File: config.mk
export PLATFORM = sky130hd
export DESIGN_NAME = mem_access_unit
export DESIGN_NICKNAME = d
export VERILOG_FILES = /design/src/rtl/mem_access_unit.sv
export SDC_FILE = /design/constraint.sdc
export NUM_CORES = 1
export LEC_CHECK = 0
export BUFFER_PORTS_ARGS = -buffer_cell sky130_fd_sc_hd__buf_2
export CAP_MARGIN = 15
export CORE_MARGIN = 2
export CORE_UTILIZATION = 45
export DETAILED_ROUTE_END_ITERATION = 7
export PLACE_DENSITY = 0.77
export SLEW_MARGIN = 0
export SYNTH_ARGS = -nofsm -noshare
export SYNTH_HDL_FRONTEND = slang
export SYNTH_SLANG_ARGS = --single-unit
export TNS_END_PERCENT = 30
File: constraint.sdc
create_clock -name cpu_clk -period 3.9 [get_ports cpu_clk]
set_clock_uncertainty 0.1 [all_clocks]
set_input_delay 0.39 -clock cpu_clk [delete_from_list [all_inputs] [get_ports cpu_clk]]
set_output_delay 0.39 -clock cpu_clk [all_outputs]
set_load 0.02 [all_outputs]
File: src/rtl/mem_access_unit.sv
// Multi-cycle load/store unit between the CPU datapath and the Bridge.
// Handles byte/half/word accesses, byte strobes, wait states, bus timeout and error counting.
module mem_access_unit #(
  parameter int ADDR_W  = 32,
  parameter int TIMEOUT = 16
) (
  input  logic              cpu_clk,
  input  logic              cpu_rst,
  input  logic              req_valid,
  output logic              req_ready,
  input  logic              req_we,
  input  logic [1:0]        req_size,
  input  logic              req_unsigned,
  input  logic [ADDR_W-1:0] req_addr,
  input  logic [31:0]       req_wdata,
  output logic              resp_valid,
  output logic [31:0]       resp_rdata,
  output logic              resp_err,
  output logic              busy,
  output logic [7:0]        err_count,
  output logic              Bus_req,
  output logic [ADDR_W-1:0] Bus_addr,
  output logic              Bus_we,
  output logic [3:0]        Bus_wstrb,
  output logic [31:0]       Bus_wdata,
  input  logic              Bus_ack,
  input  logic [31:0]       Bus_rdata
);

  typedef enum logic [1:0] {
    IDLE = 2'd0,
    BUS  = 2'd1,
    RESP = 2'd2
  } state_t;

  localparam logic [7:0] LAST_WAIT = 8'(TIMEOUT - 1);

  state_t            state;
  state_t            state_next;
  logic              lat_we;
  logic [1:0]        lat_size;
  logic              lat_uns;
  logic [ADDR_W-1:0] lat_addr;
  logic [3:0]        wstrb;
  logic [31:0]       wdata;
  logic [31:0]       rdata;
  logic              err;
  logic [7:0]        wait_cnt;
  logic [7:0]        err_cnt;

  function automatic logic is_misaligned(input logic [1:0] size, input logic [1:0] off);
    case (size)
      2'b00:   is_misaligned = 1'b0;
      2'b01:   is_misaligned = off[0];
      default: is_misaligned = (off != 2'b00);
    endcase
  endfunction

  function automatic logic [3:0] strobe(input logic [1:0] size, input logic [1:0] off);
    case (size)
      2'b00:   strobe = 4'b0001 << off;
      2'b01:   strobe = 4'b0011 << off;
      default: strobe = 4'b1111;
    endcase
  endfunction

  function automatic logic [31:0] replicate(input logic [1:0] size, input logic [31:0] d);
    case (size)
      2'b00:   replicate = {4{d[7:0]}};
      2'b01:   replicate = {2{d[15:0]}};
      default: replicate = d;
    endcase
  endfunction

  function automatic logic [31:0] extract(input logic [1:0] size, input logic uns,
                                          input logic [1:0] off, input logic [31:0] raw);
    logic [7:0]  b;
    logic [15:0] h;
    b = raw[{off, 3'b000} +: 8];
    h = raw[{off[1], 4'b0000} +: 16];
    case (size)
      2'b00:   extract = {{24{~uns & b[7]}}, b};
      2'b01:   extract = {{16{~uns & h[15]}}, h};
      default: extract = raw;
    endcase
  endfunction

  // State register
  always_ff @(posedge cpu_clk or posedge cpu_rst) begin
    if (cpu_rst) state <= IDLE;
    else         state <= state_next;
  end

  // Next-state decode; an ack in the final wait cycle takes priority over timeout
  always_comb begin
    state_next = state;
    case (state)
      IDLE: begin
        if (req_valid) state_next = is_misaligned(req_size, req_addr[1:0]) ? RESP : BUS;
        else           state_next = IDLE;
      end
      BUS: begin
        if (Bus_ack)                    state_next = RESP;
        else if (wait_cnt == LAST_WAIT) state_next = RESP;
        else                            state_next = BUS;
      end
      RESP:    state_next = IDLE;
      default: state_next = IDLE;
    endcase
  end

  // Request latch, wait counter, response data and error counter
  always_ff @(posedge cpu_clk or posedge cpu_rst) begin
    if (cpu_rst) begin
      lat_we   <= 1'b0;
      lat_size <= 2'b00;
      lat_uns  <= 1'b0;
      lat_addr <= '0;
      wstrb    <= 4'b0000;
      wdata    <= 32'h0000_0000;
      rdata    <= 32'h0000_0000;
      err      <= 1'b0;
      wait_cnt <= 8'd0;
      err_cnt  <= 8'd0;
    end else begin
      case (state)
        IDLE: begin
          if (req_valid) begin
            lat_we   <= req_we;
            lat_size <= req_size;
            lat_uns  <= req_unsigned;
            lat_addr <= req_addr;
            wstrb    <= req_we ? strobe(req_size, req_addr[1:0]) : 4'b0000;
            wdata    <= replicate(req_size, req_wdata);
            rdata    <= 32'h0000_0000;
            err      <= is_misaligned(req_size, req_addr[1:0]);
            wait_cnt <= 8'd0;
          end
        end
        BUS: begin
          if (Bus_ack) begin
            rdata <= lat_we ? 32'h0000_0000 : extract(lat_size, lat_uns, lat_addr[1:0], Bus_rdata);
            err   <= 1'b0;
          end else if (wait_cnt == LAST_WAIT) begin
            rdata <= 32'h0000_0000;
            err   <= 1'b1;
          end else begin
            wait_cnt <= wait_cnt + 8'd1;
          end
        end
        RESP: begin
          if (err && (err_cnt != 8'hFF)) err_cnt <= err_cnt + 8'd1;
        end
        default: ;
      endcase
    end
  end

  assign req_ready  = (state == IDLE);
  assign busy       = (state == BUS) || (state == RESP);
  assign resp_valid = (state == RESP);
  assign resp_err   = (state == RESP) && err;
  assign resp_rdata = rdata;
  assign err_count  = err_cnt;
  assign Bus_req    = (state == BUS);
  assign Bus_we     = (state == BUS) && lat_we;
  assign Bus_addr   = {lat_addr[ADDR_W-1:2], 2'b00};
  assign Bus_wstrb  = wstrb;
  assign Bus_wdata  = wdata;

endmodule

==> summary.md <==
| Metric | Value |
|---|---|
| Routed Antenna Nets | `0` |
| Slew Viols, Final | `0` |
| RSZ-0062 raised after global routing | `false` |
| Number of gates resized after CTS | `0` |
| Endpoints failing setup | `0` |
| Die width | `119.1 µm` |
| Asr flop ratio synth | `1.000` |
| Sink Count | `123` |
| # H-tree levels | `4` |
| Clock Latency Late Sink | `0.42 ns` |
| Predominant post-synthesis flop cell | `dfrtp_1` |
| Number of remaining DRC errors | `0` |
| Initial antenna violation count | `0` |
| Die height | `119.1 µm` |
| Period minus WS final | `2.442 ns` |
| Part of the power in combinational logic | `0.303` |
| Worst-Margin Slew | `1.038 ns` |
| Startpoint type of the worst setup path | `flop` |
| Post-DR wirelength/cell | `17.24 µm` |
| Post-CTS Setup Repair Bufs | `0` |
| Global-route wire length before repair | `24900 µm` |
| Seq/Total Area, Yosys | `0.5163` |
| Pre-CTS setup slack | `1.494 ns` |
| Clock power frac | `0.328` |
| Fin nets | `816` |
| Synth warnings | `0` |
| Worst rel slew slack | `0.3082` |
| Synth Cell Area | `0.005962 mm²` |
| Setup ws final | `1.458 ns` |
| Status | `completed` |
| Post-synth top area share | `0.5163` |
| Io pins | `218` |
| N_diodes | `0` |
| Post-Layout Cell Count | `896` |
| Hold Slack | `0.1010 ns` |
| Row cnt | `42` |
| Most common cell in the synthesized netlist | `dfrtp_1` |
| Die area | `0.01419 mm²` |
| Synth Register Bits | `123` |
| TNS Setup | `0 ns` |
| WP data required | `4.10 ns` |
| GRT Util Overall | `0.2234` |
| Flop pwr share | `0.369` |
| Num CTS Buffers | `17` |
| EDFF count, synth | `0` |
| CTS root buffer | `clkbuf_16` |
| Vias after detailed routing | `4876` |
| Final hold viol count | `0` |
| Worst Setup End Kind | `flop` |
| Placed cells | `862` |
| Largest cells by area after synthesis | `dfrtp_1, mux2_2, mux2i_1` |
| Hold Buf Count CTS | `0` |
| Mean Syn Cell Area | `11.31 µm²` |
| Gr ovfl total | `0` |
| Top cells by count, synth | `dfrtp_1, nand2_1, mux2_2` |
| Routability cong. | `0.8531` |
| Initial Util | `0.4556` |
| Iteration-0 DRC Markers | `263` |
| Vias per cell | `5.442` |
| Internal Pwr Total | `0.003269 W` |
| Power per cell area | `662.3 mW/mm²` |
| PortBufs | `215` |
| Mapped Cells | `527` |
| Crit Path Category | `reg -> reg` |
| Min-Delay Path Class | `in -> reg` |
| Core box area | `0.01309 mm²` |
| Filler cell count | `1086` |
| Area Overhead vs Synth | `26.74%` |
| Layout cell share with drive strength beyond 1 | `0.4375` |
| Net Sw Frac | `0.3468` |
| Routed wire length | `15450 µm` |
| Net switching power | `0.001736 W` |
| Crit path max fanout | `12` |
| CP arrival | `2.64 ns` |
| Leakage | `3.781 nW` |
| CTS tree | `done` |
| Largest net degree at the start of global routing | `101` |
| Top cell type by total area after synthesis | `dfrtp_1` |
| Final worst-path cycle share | `0.6262` |
| CTS clk-pin slew, worst paths | `0.06 ns` |
| Maximum vdd ir drop | `337.4 µV` |
| Detailed placement HPWL | `11140 µm` |
| Clock Tree Buf Depth | `2` |
| Via count of the first global-routing pass | `4901` |
| Max Clk Rate | `0.4095 GHz` |
| DR pass1 iterations | `5` |
| Distinct cell type count after synthesis | `58` |
| Max cap viols | `0` |
## power groups by stage
stage               logic (W)  clock network (W)  registers (W)
floorplan            0.000978                  0        0.00203
global placement      0.00149                  0        0.00184
detailed placement    0.00152                  0        0.00186
CTS                   0.00153            0.00167        0.00185
global route          0.00164            0.00173        0.00190
finish                0.00152            0.00164        0.00185
## critical path: stages (launching register included)
cell and delay, ns:
dfrtp_1 0.69, nor2b_1 0.63, nand2_1 0.33, o221a_2 0.32, a41o_2 0.26
## metal layers
| metal | vias to the layer above | track usage | wire length, µm |
|---|---|---|---|
| met5 | - | 0 | 0 |
| met4 | 0 | 0.07664 | 209 |
| met3 | 16 | 0.07136 | 1348 |
| met2 | 229 | 0.3685 | 7547 |
| met1 | 2381 | 0.2774 | 6339 |
| li1 | 2250 | - | - |
## per-stage QoR
stage	total power [W]	util	cell area, µm²
final	0.005004	0.5775	7556
after global routing	0.005260	0.5775	7556
after CTS	0.005046	0.5746	7518
after detailed placement	0.003381	0.5271	6897
after floorplan	0.003004	-	5966
after global placement	0.003339	0.5271	6897
## final cells by class
cell class | count | area (µm²) | area share
Multi-Input combinational cell | 333 | 2449 | 0.3241
Tap cell | 176 | 220.2 | 0.02914
Clock inverter | 11 | 141.4 | 0.01871
Clock buffer | 21 | 480.5 | 0.06359
Timing Repair Buffer | 221 | 1144 | 0.1513
Inverter | 11 | 43.79 | 0.005796
Sequential cell | 123 | 3078 | 0.4074
## final timing paths
path                                                 from                        end  slack (ns)  cells after the start
worst max-delay path              lat_addr[1]$_DFFE_PP0P_  resp_rdata[0]$_DFFE_PP0P_        1.46                      4
min in group asynchronous                         cpu_rst   lat_addr[22]$_DFFE_PP0P_        0.39                      3
worst min-delay path                         req_addr[31]   lat_addr[31]$_DFFE_PP0P_        0.10                      2
worst max register to register    lat_addr[1]$_DFFE_PP0P_  resp_rdata[0]$_DFFE_PP0P_        1.46                      4
worst min register to register  Bus_wdata[24]$_DFFE_PP0P_  Bus_wdata[24]$_DFFE_PP0P_        0.37                      2
max in group asynchronous                         cpu_rst  resp_rdata[1]$_DFFE_PP0P_        2.37                      5
## layout by cell type, fill, tap and decap left out, types with 3 or more instances in the layout
cell | Yosys | layout
buf_2 | 5 | 215
dfrtp_1 | 123 | 123
nand2_1 | 51 | 50
mux2_2 | 45 | 45
o21ai_0 | 38 | 38
mux2i_1 | 32 | 32
nor2_1 | 26 | 26
a221o_1 | 24 | 24
a21oi_1 | 22 | 22
clkbuf_16 | 0 | 17
a22o_1 | 15 | 15
nand3_1 | 9 | 9
inv_1 | 10 | 9
o211ai_1 | 7 | 7
o2bb2ai_1 | 7 | 7
ha_1 | 5 | 5
nor3_1 | 4 | 4
or3_1 | 4 | 4
clkbuf_8 | 1 | 4
clkinv_2 | 0 | 4
buf_4 | 33 | 4
a31oi_1 | 3 | 3
clkinvlp_4 | 0 | 3
bufinv_16 | 0 | 3
## registers in the layout, summed over array words and instances (netlist names)
signal and flops:
lat_we 1, state 2, wait_cnt 8, lat_addr 32, err 1, Bus_wstrb 4
lat_uns 1, lat_size 2, Bus_wdata 32, err_count 8, resp_rdata 32
## cells by family (layout without fill, tap and decap cells)
kind of cell	Yosys count	count (layout)	synth area share
mux	79	79	0.1463
compound gates	127	127	0.1538
fa+ha+maj	5	5	0.01049
xor+xnor	3	3	0.004408
simple gates	117	117	0.09318
buf+inv	72	264	0.07492
flops	123	123	0.5163
other cells	1	2	0.0006290
No activity file was read; power rests on OpenSTA's default activity.
